### src/rtl/cb_boot_sequencer.sv
// Boot sequencer between the safe-CPU control registers and the safe cluster:
// latches the boot config, releases the harts, and reports completion or abort.
module cb_boot_sequencer #(
  parameter int unsigned NHARTS         = 3,
  parameter int unsigned SLEEP_STABLE   = 4,
  parameter int unsigned TIMEOUT_CYCLES = 1048576
) (
  input  logic              clk_i,
  input  logic              rst_ni,
  input  logic              start_i,
  input  logic [31:0]       boot_addr_i,
  input  logic              safe_mode_i,
  input  logic [NHARTS-1:0] master_core_i,
  input  logic [NHARTS-1:0] sleep_i,
  input  logic [NHARTS-1:0] debug_mode_i,
  output logic [NHARTS-1:0] fetch_enable_o,
  output logic [31:0]       core_boot_addr_o,
  output logic              end_sw_o,
  output logic              busy_o,
  output logic              error_o
);

  localparam int unsigned STABLE_W = (SLEEP_STABLE < 1) ? 1 : $clog2(SLEEP_STABLE + 1);
  localparam int unsigned WDOG_W   = (TIMEOUT_CYCLES < 1) ? 1 : $clog2(TIMEOUT_CYCLES + 1);
  localparam int unsigned STABLE_L = (SLEEP_STABLE < 1) ? 0 : SLEEP_STABLE - 1;
  localparam int unsigned WDOG_L   = (TIMEOUT_CYCLES < 1) ? 0 : TIMEOUT_CYCLES - 1;

  localparam logic [STABLE_W-1:0] STABLE_MAX  = STABLE_W'(SLEEP_STABLE);
  localparam logic [STABLE_W-1:0] STABLE_LAST = STABLE_W'(STABLE_L);
  localparam logic [WDOG_W-1:0]   WDOG_MAX    = WDOG_W'(TIMEOUT_CYCLES);
  localparam logic [WDOG_W-1:0]   WDOG_LAST   = WDOG_W'(WDOG_L);
  localparam logic                WDOG_EN     = (TIMEOUT_CYCLES != 0);

  typedef enum logic [2:0] {
    ST_IDLE  = 3'd0,
    ST_BOOT  = 3'd1,
    ST_RUN   = 3'd2,
    ST_DONE  = 3'd3,
    ST_ERROR = 3'd4
  } state_e;

  state_e              state_reg, state_next;
  logic                start_q_reg;
  logic [NHARTS-1:0]   mask_reg, mask_next;
  logic [31:0]         addr_reg, addr_next;
  logic [NHARTS-1:0]   fe_reg, fe_next;
  logic                end_sw_reg, end_sw_next;
  logic                busy_reg, busy_next;
  logic                error_reg, error_next;
  logic [STABLE_W-1:0] stable_cnt_reg, stable_cnt_next;
  logic [WDOG_W-1:0]   wdog_reg, wdog_next;

  logic              start_evt;
  logic [NHARTS-1:0] req_mask;
  logic              cfg_bad;
  logic [NHARTS-1:0] hart_ready;
  logic [NHARTS-1:0] hart_dbg;
  logic              qualify;
  logic              dbg_any;
  logic              stable_hit;
  logic              wdog_hit;

  assign start_evt = start_i & ~start_q_reg;
  assign req_mask  = safe_mode_i ? {NHARTS{1'b1}} : master_core_i;
  assign cfg_bad   = (req_mask == '0) || (!safe_mode_i && !$onehot(master_core_i));

  // Inactive harts always count as ready; only active harts can stall completion or pause the watchdog.
  for (genvar gi = 0; gi < NHARTS; gi++) begin : g_hart
    assign hart_ready[gi] = ~mask_reg[gi] | (sleep_i[gi] & ~debug_mode_i[gi]);
    assign hart_dbg[gi]   = mask_reg[gi] & debug_mode_i[gi];
  end

  assign qualify    = &hart_ready;
  assign dbg_any    = |hart_dbg;
  assign stable_hit = qualify && (stable_cnt_reg >= STABLE_LAST);
  assign wdog_hit   = WDOG_EN && !dbg_any && (wdog_reg >= WDOG_LAST);

  always_comb begin
    state_next      = state_reg;
    mask_next       = mask_reg;
    addr_next       = addr_reg;
    fe_next         = fe_reg;
    end_sw_next     = end_sw_reg;
    error_next      = error_reg;
    stable_cnt_next = stable_cnt_reg;
    wdog_next       = wdog_reg;

    unique case (state_reg)
      ST_IDLE: begin
        fe_next         = '0;
        end_sw_next     = 1'b0;
        stable_cnt_next = '0;
        wdog_next       = '0;
        if (start_evt) begin
          mask_next = req_mask;
          if (cfg_bad) begin
            state_next = ST_ERROR;
            error_next = 1'b1;
          end else begin
            state_next = ST_BOOT;
            error_next = 1'b0;
            addr_next  = boot_addr_i;
          end
        end
      end
      ST_BOOT: begin
        state_next = ST_RUN;
        fe_next    = mask_reg;
      end
      ST_RUN: begin
        if (!start_i) begin
          state_next = ST_IDLE;
          fe_next    = '0;
        end else if (stable_hit) begin
          state_next  = ST_DONE;
          end_sw_next = 1'b1;
        end else if (wdog_hit) begin
          state_next = ST_ERROR;
          error_next = 1'b1;
          fe_next    = '0;
        end else begin
          if (!qualify) begin
            stable_cnt_next = '0;
          end else if (stable_cnt_reg != STABLE_MAX) begin
            stable_cnt_next = stable_cnt_reg + 1'b1;
          end
          if (!dbg_any && (wdog_reg != WDOG_MAX)) begin
            wdog_next = wdog_reg + 1'b1;
          end
        end
      end
      ST_DONE: begin
        if (!start_i) begin
          state_next  = ST_IDLE;
          end_sw_next = 1'b0;
          fe_next     = '0;
        end
      end
      ST_ERROR: begin
        fe_next     = '0;
        end_sw_next = 1'b0;
        error_next  = 1'b1;
        if (!start_i) begin
          state_next = ST_IDLE;
        end
      end
      default: begin
        state_next = ST_IDLE;
        fe_next    = '0;
      end
    endcase

    busy_next = (state_next != ST_IDLE);
  end

  always_ff @(posedge clk_i or negedge rst_ni) begin
    if (!rst_ni) begin
      state_reg      <= ST_IDLE;
      start_q_reg    <= 1'b0;
      mask_reg       <= '0;
      addr_reg       <= '0;
      fe_reg         <= '0;
      end_sw_reg     <= 1'b0;
      busy_reg       <= 1'b0;
      error_reg      <= 1'b0;
      stable_cnt_reg <= '0;
      wdog_reg       <= '0;
    end else begin
      state_reg      <= state_next;
      start_q_reg    <= start_i;
      mask_reg       <= mask_next;
      addr_reg       <= addr_next;
      fe_reg         <= fe_next;
      end_sw_reg     <= end_sw_next;
      busy_reg       <= busy_next;
      error_reg      <= error_next;
      stable_cnt_reg <= stable_cnt_next;
      wdog_reg       <= wdog_next;
    end
  end

  assign fetch_enable_o   = fe_reg;
  assign core_boot_addr_o = addr_reg;
  assign end_sw_o         = end_sw_reg;
  assign busy_o           = busy_reg;
  assign error_o          = error_reg;

endmodule
### config.mk
export PLATFORM = sky130hd
export DESIGN_NAME = cb_boot_sequencer
export DESIGN_NICKNAME = d
export VERILOG_FILES = /design/src/rtl/cb_boot_sequencer.sv
export SDC_FILE = /design/constraint.sdc
export NUM_CORES = 1
export LEC_CHECK = 0
export BUFFER_PORTS_ARGS = -buffer_cell sky130_fd_sc_hd__buf_2
export CELL_PAD_IN_SITES_DETAIL_PLACEMENT = 0
export CELL_PAD_IN_SITES_GLOBAL_PLACEMENT = 1
export CORE_ASPECT_RATIO = 1.25
export CORE_UTILIZATION = 41
export CTS_CLUSTER_DIAMETER = 150
export DETAILED_ROUTE_END_ITERATION = 16
export PLACE_DENSITY_LB_ADDON = 0.1
export SETUP_SLACK_MARGIN = 0.1
export SLEW_MARGIN = 20
export SYNTH_ARGS = -nofsm -noshare
export SYNTH_HDL_FRONTEND = slang
export SYNTH_SLANG_ARGS = --single-unit
### constraint.sdc
create_clock -name clk_i -period 3.1 [get_ports clk_i]
set_input_delay 0.62 -clock clk_i [delete_from_list [all_inputs] [get_ports clk_i]]
set_output_delay 0.62 -clock clk_i [all_outputs]
set_load 0.03 [all_outputs]
# ---- After elaboration in Yosys (flattened, before gate mapping)
# Cells that the tools add are included.
dict set report word_totals {
  in_bits 45
  wordCells 111
  output_inout_bits 38
  reg_bits 69
}
dict set report classes {
  n_lt_le_gt_ge 2
  n_mux 34
  eq_ne 18
  addsub 4
  n_reduce_logical 25
  bitwise_logic 18
}
# operator count
set op_table {}
lappend op_table {{$mux 21} 4}
lappend op_table {{$mux 3} 16}
lappend op_table {{$pmux 21 s2} 1}
lappend op_table {{$add 21x1->21 const B} 1}
lappend op_table {{$ge 21x20->1 const B} 1}
lappend op_table {{$ne 21x21->1 const B} 1}
lappend op_table {{$ne 2x2->1 const B} 8}
lappend op_table {{$reduce_and 5->1} 3}
lappend op_table {{$ne 3x3->1 const B} 4}
lappend op_table {{$pmux 3 s4} 1}
lappend op_table {{$pmux 3 s3} 1}
lappend op_table {{$reduce_and 3->1} 3}
lappend op_table {{$reduce_bool 3->1} 3}
lappend op_table {{$mux 1} 8}
lappend op_table {{$not 1->1} 8}
lappend op_table {{$and 1x1->1} 7}
lappend op_table {{$eq 3x2->1 const B} 2}
lappend op_table {{$logic_not 3->1} 2}
lappend op_table {{$pmux 1 s3} 2}
lappend op_table {{$pmux 3 s2} 1}
lappend op_table {{$logic_and 1x1->1} 4}
lappend op_table {{$reduce_and 4->1} 1}
lappend op_table {{$reduce_or 2->1} 2}
lappend op_table {{$add 3x1->3 const B} 1}
lappend op_table {{other kinds (12)} 16}

# ---- Logic depth before layout (Yosys ltp)
# Gate-level depths: netlist of the first run.
dict set report depth {
  depth_word 10
  ltp_mapped 10
  mapped_depth_nobuf 8
}

# ---- Least setup slack after synthesis of the first run
# Ideal clock, no wire load.
dict set report synth_timing {
  kind {input to register}
  start {in debug_mode_i[1]}
  end {reg wdog_reg[15]}
  required_ns 3.022
  setup_ns 0.078
  n_path_buf 0
  t_arrival_ns 2.241
  path_stages 5
  setup_slack_ns 0.781
  cell_sequence {a222oi_1 o22ai_1 or4_1 or3_1 a21oi_1}
}
dict set report synth_between {
  elab_chain_len 7
  elab_cells_between_ends 14
  classes_between {eq/ne (3); bitwise (4); reduce/logical (7)}
}
# element line_no
set synth_lines {}
lappend synth_lines {{from (decl)} 15} ;# input logic [NHARTS-1:0] debug_mode_i,
lappend synth_lines {{$not 1->1} 69} ;# assign hart_ready[gi] = ~mask_reg[gi] | (sleep_i[gi] & ~debug_mode_i[gi]);
lappend synth_lines {{$and 1x1->1} 69}
lappend synth_lines {{$or 1x1->1} 69}
lappend synth_lines {{$reduce_and 3->1} 73} ;# assign qualify = &hart_ready;
lappend synth_lines {{$logic_and 1x1->1} 75} ;# assign stable_hit = qualify && (stable_cnt_reg >= STABLE_LAST);
lappend synth_lines {{$ne 2x2->1 (no source line)} n/a}
lappend synth_lines {{$reduce_and 5->1 (no source line) (*)} n/a}
lappend synth_lines {{to (signal assigned)} 178} ;# wdog_reg <= wdog_next;
lappend synth_lines {{to (decl)} 51} ;# logic [WDOG_W-1:0] wdog_reg, wdog_next;
# Mark *: on every way between the ends. The rest lies on a longest branch, timed or not.
# A chain may end at the register's enable or synchronous reset.

# ---- Final worst setup path of the first run
dict set report layout_timing {
  start {reg state_reg[2]}
  end {reg addr_reg[0] (netlist: core_boot_addr_o[0])}
}
dict set report layout_between {
  elab_chain_len 2
}
# element line_no
set layout_lines {}
lappend layout_lines {{from (decl)} 42} ;# state_e state_reg, state_next;
lappend layout_lines {{from (signal assigned)} 169} ;# state_reg <= state_next;
lappend layout_lines {{$logic_not 3->1} 88} ;# unique case (state_reg)
lappend layout_lines {{$reduce_and 3->1 (no source line)} n/a}
lappend layout_lines {{to (signal assigned)} 172} ;# addr_reg <= addr_next;
lappend layout_lines {{to (decl)} 45} ;# logic [31:0] addr_reg, addr_next;
# Every way passes these cells.

==> impl_metrics.yaml, run 1 <==
status:
  status: "finished clean"
power:
  ir_drop_mv: 0.458
  p_leak_uw: 0.00183
  powerDensity_nw_per_um2: 774
placement:
  gp_congestion: 0.779
  place.port_buffers: 82
  place_hpwl_microns: 5490
synthesis:
  synth.distinct_cells: 41
  synth_flop_cell: "dfrtp_1"
  synth-edff-count: 0
  synth_seq_cells: 69
  synthArstFlopShare: 1.00
  seq_area_frac_synth: 0.521
  syn-cell-area_sq_um: 3310
  synthesis.nets: 359
  ys_warn_count: 0
  synthesis.instances: 308
  postSynthAreaPerCell_sq_um: 10.8
cts:
  cts_tree: "yes"
  cts-resized-gates: 0
  cts_setup_buffers: 0
  cts_sinks: 69
  clock_latency_ps: 340
  cts_hold_buffers: 0
  clockRootBuffer: "clkbuf_8"
  cts_made_buffers: 9
  h-tree-depth: 3
  clockBufferDepth: 2
  clk_pin_slew_ps: 80
cells_and_area:
  layout_common_cells: "buf_2 (82), dfrtp_1 (69), mux2_2 (33)"
  area_growth_pct: 23.6
  filler_cell_count: 733
  multiInputGateArea_sq_um: 1460
  final_common_cell: "buf_2"
  seq_area_sq_um: 1730
  nets: 443
  largest_register_ffs: 32
  utilization: 0.526
  drive_gt1_frac: 0.355
  antenna_cells: 0
route:
  routed_wl_microns: 7580
  drc: 0
  via_per_inst: 5.52
  ant_nets: 0
  routed-via-count: 2718
  drt_iter0_markers: 89
  wl_per_cell_microns: 15.4
  first_pass_iters: 4
timing:
  finalHoldViolCount: 0
  post-route-period-util: 0.809
  setup_tns_ps: 0
  post-route-min-period_ps: 2510
  setup_violations: 0
  timing.slew.headroom: 0.555
  worstMarginPinSlew_ps: 668
  drv_slew: 0
  rsz0062_at_grt: "false"
  max_clock_freq_mhz: 399
  fin_skew_ps: 13.4
critical_path:
  critPathArrivalTime_ps: 2720
  path_class: "flip-flop to flip-flop"
  worstSetupEndpointType: "flip-flop"
  start_kind: "flip-flop"
  cp.required_ps: 3320
  crit_fanout: 23
  r2r_cells: 5
floorplan:
  io_pins: 83
  die_area_sq_um: 8450
  core-area_sq_um: 7790
  rows: 36
  initial_core_util: 0.425
  die-height_microns: 103
  die-width_microns: 82.4
grt:
  grt_max_degree: 44
  antenna_found_initial: 0
  overflow: 0
  track_usage: 0.202
  grt_pass1_vias: 2745
  grt_pass1_wl_microns: 12800
min_path:
  hold_path_class: "input pin to asynchronous set/reset pin"
flow_run:
  max-cap-violations: 0
[through the flow]
step	hold slack (ps)	setup WS, ps	cells	power [uW]	cell area [sq um]
after detailed placement	489	419	476	2220	3830
after CTS	320	572	492	3210	4100
after global routing	342	367	492	3340	4100
after floorplan	324	781	308	1890	3310
after global placement	484	471	476	2200	3830
final	301	592	492	3170	4100
[logic make-up (layout without fill, tap and decap cells)]
logic type | count (synthesis) | after routing | share of synthesized area
AO/OA/AOI/OAI | 66 | 66 | 0.121
adder cells (fa/ha/maj) | 6 | 6 | 0.0249
buffers and inverters | 27 | 116 | 0.0393
flip-flops | 69 | 69 | 0.521
multiplexers | 36 | 36 | 0.121
AND/OR/NAND/NOR | 104 | 104 | 0.173
[where the power goes]
part / leakage [uW] / switching (uW) / internal (uW)
Combinational: 0.000824 / 638 / 340
Sequential: 0.000879 / 115 / 1100
Clock: 0.000130 / 357 / 620
[per-layer routing]
metal	up-vias	track usage	routed length, microns
li1	1309	-	-
met1	1317	0.256	3340
met2	80	0.322	3760
met3	12	0.0593	344
met4	0	0.0823	131
met5	-	0	0
[path summary, 6_finish.rpt]
check / start / to / slack, ps
max reg2reg: state_reg[2] / core_boot_addr_o[0] / 590
min reg2reg: core_boot_addr_o[14] / core_boot_addr_o[14] / 500
min: rst_ni / stable_cnt_reg[0] / 300
min in group clk_i: start_i / start_q_reg / 480
max in group asynchronous: rst_ni / wdog_reg[1] / 2130
max: state_reg[2] / core_boot_addr_o[0] / 590
[Yosys cell counts (all sizes together), types with 7 or more instances]
library cell	instances	area share
a21oi	18	0.028
o21ai	27	0.041
clkbuf	7	0.0079
inv	11	0.012
nor2	16	0.018
nor3	7	0.011
or3	17	0.032
mux2	33	0.11
nand3	10	0.015
dfrtp	69	0.52
nand2	15	0.017
buf	9	0.019
nand4	11	0.021
[critical path: stages, from the launching register on]
cell     delay, ps
dfrtp_1        490
or3_1          570
or3_1          480
nor2b_2        170
buf_4          300
mux2_2         380
[cell type report]
cell class                      count  area share
Timing Repair Buffer               89       0.116
Clock inverter                      7      0.0354
Clock buffer                        9      0.0302
Multi-Input combinational cell    212       0.357
Inverter                           11      0.0101
Sequential cell                    69       0.422
Tap cell                           95      0.0290
No activity file was read; power rests on OpenSTA's default activity.
==> inputs of run 2 (changes only) <==
--- a/config.mk
+++ b/config.mk
@@ -9,7 +9,7 @@
 export CELL_PAD_IN_SITES_DETAIL_PLACEMENT = 0
 export CELL_PAD_IN_SITES_GLOBAL_PLACEMENT = 1
 export CORE_ASPECT_RATIO = 1.25
-export CORE_UTILIZATION = 41
+export CORE_UTILIZATION = 37
 export CTS_CLUSTER_DIAMETER = 150
 export DETAILED_ROUTE_END_ITERATION = 16
 export PLACE_DENSITY_LB_ADDON = 0.1
==> constraint.sdc (replaced) <==
create_clock -name clk_i -period 2 [get_ports clk_i]
set_input_delay 0.4 -clock clk_i [delete_from_list [all_inputs] [get_ports clk_i]]
set_output_delay 0.4 -clock clk_i [all_outputs]
set_load 0.03 [all_outputs]
==> run 2 against run 1 <==
The run now ends with setup timing left. Critical path depth is 1 higher. Via count is 8.4% higher. Clock-buffer cell count rose by 2. Utilization up 6.0 points. Register-to-register slack lost 650 ps. Clock power rose by 47%. Final area up 24%. First-iteration DRC count decreased by 3.4%. Power up 68%. Non-clock buffer count up 66. Largest power group is now combinational cells.
==> impl_metrics.yaml, run 2 (same netlist as run 1, synthesis figures left out) <==
critical_path:
  crit_chain: "a222oi_1 -> buf_4 -> o22ai_4 -> or4_4 -> or3_1 -> a21oi_1"
  crit_fanout: 4
  critPathArrivalTime_ps: 2340
  start_kind: "flip-flop"
  path_class: "flip-flop to flip-flop"
  cp.required_ps: 2280
  cpMaxStageDelayCell: "or4_4"
  slowest_delay_ps: 490
  worstSetupEndpointType: "flip-flop"
timing:
  timing.slew.headroom: 0.618
  setup_violations: 4
  drv_slew: 0
  finalHoldViolCount: 0
  fin_ws_ps: -55.9
  worstMarginPinSlew_ps: 573
  fin_skew_ps: 10.1
  post-route-min-period_ps: 2060
  post-route-period-util: 1.03
  max_clock_freq_mhz: 486
  rsz0062_at_grt: "true"
grt:
  grt_pass1_wl_microns: 13800
  overflow: 0
  grt_max_degree: 51
  antenna_found_initial: 0
  grt_pass1_vias: 2937
  track_usage: 0.194
placement:
  place.port_buffers: 82
  placedCellCount: 552
  place_hpwl_microns: 5970
  gp_congestion: 0.731
route:
  drt_iter0_markers: 86
  via_per_inst: 5.05
  drc: 0
  routed-via-count: 2945
  routed_wl_microns: 8760
  ant_nets: 0
  wl_per_cell_microns: 15.0
  first_pass_iters: 4
power:
  ir_drop_mv: 0.638
  p_leak_uw: 0.00236
  report.power.total_uw: 5340
  powerDensity_nw_per_um2: 1050
cts:
  clk_pin_slew_ps: 80
  clockBufferDepth: 2
  cts_hold_buffers: 0
  clock_latency_ps: 350
  cts_sinks: 69
  cts_made_buffers: 9
  clockRootBuffer: "clkbuf_8"
  cts_tree: "yes"
  h-tree-depth: 3
floorplan:
  core-area_sq_um: 8700
  die_area_sq_um: 9340
  initial_core_util: 0.381
  die-width_microns: 86.6
  io_pins: 83
  rows: 38
  die-height_microns: 108
cells_and_area:
  final_cells: 583
  largest_register_ffs: 32
  layout_common_cells: "buf_2 (82), dfrtp_1 (68), buf_4 (56)"
  final_common_cell: "buf_2"
  nets: 509
  utilization: 0.585
  filler_cell_count: 749
  drive_gt1_frac: 0.512
  antenna_cells: 0
  area_growth_pct: 53.7
status:
  status: "finished, violations left"
  violations: "setup timing"
min_path:
  hold_path_class: "input pin to asynchronous set/reset pin"
flow_run:
  max-cap-violations: 0
-- run 2: layer usage --
metal,GRT usage,share of wire,wire [microns]
met5,0,0,0
met3,0.0383,0.031,275
met2,0.331,0.52,4550
met4,0.0940,0.019,170
met1,0.232,0.43,3770
-- run 2: path summary, 6_finish.rpt --
| check | from | end | slack [ps] | cells past startpoint |
|---|---|---|---|---|
| worst max-delay path | mask_reg[1] | wdog_reg[15] | -60 | 6 |
| worst min-delay path | rst_ni | wdog_reg[5] | 10 | 1 |
| worst max register to register | mask_reg[1] | wdog_reg[15] | -60 | 6 |
| worst min register to register | fetch_enable_o[2] | fetch_enable_o[2] | 500 | 1 |
| max in group asynchronous | rst_ni | wdog_reg[13] | 1330 | 2 |
| min in group clk_i | boot_addr_i[22] | core_boot_addr_o[22] | 260 | 2 |
-- run 2: what timing repair did --
action,4_1_cts,5_1_grt
pin swaps,11,17
setup buffers,3,8
gates resized for setup,22,30
cloned,0,4
setup endpoints to repair,60,62
-- run 2: power breakdown --
| part | total (uW) | switching [uW] | internal (uW) |
|---|---|---|---|
| clock | 1440 | 569 | 868 |
| sequential | 1870 | 171 | 1700 |
| combinational | 2030 | 1120 | 901 |
| total | 5340 | 1870 | 3470 |
-- run 2: worst max-delay path: cells and delay by family (launching register included) --
kind | cells | cell delay, ps
flip-flops | 1 | 390
AND/OR/NAND/NOR | 2 | 800
buffers and inverters | 1 | 200
AO/OA/AOI/OAI | 3 | 590
-- run 2: cell type report --
class	instances	area (sq um)	share of cell area
multi-input cells	212	1800	0.354
flip-flops and latches	69	1730	0.339
clock buffers	11	141	0.0278
repair buffers	155	1120	0.220
inverters	11	41.3	0.00811
clock inverters	5	108	0.0211
well taps	120	150	0.0295
-- run 2: metrics by stage --
stage	worst slack [ps]	instance area [sq um]	setup TNS (ps)	hold WS, ps
2_1_floorplan	-244	3570	-7710	104
3_3_place_gp	-299	4450	-10830	402
3_5_place_dp	-320	4450	-11360	410
4_1_cts	-46.7	4810	-456	11.5
5_1_grt	-160	5090	-2230	35.4
6_report	-55.9	5090	-118	13.2
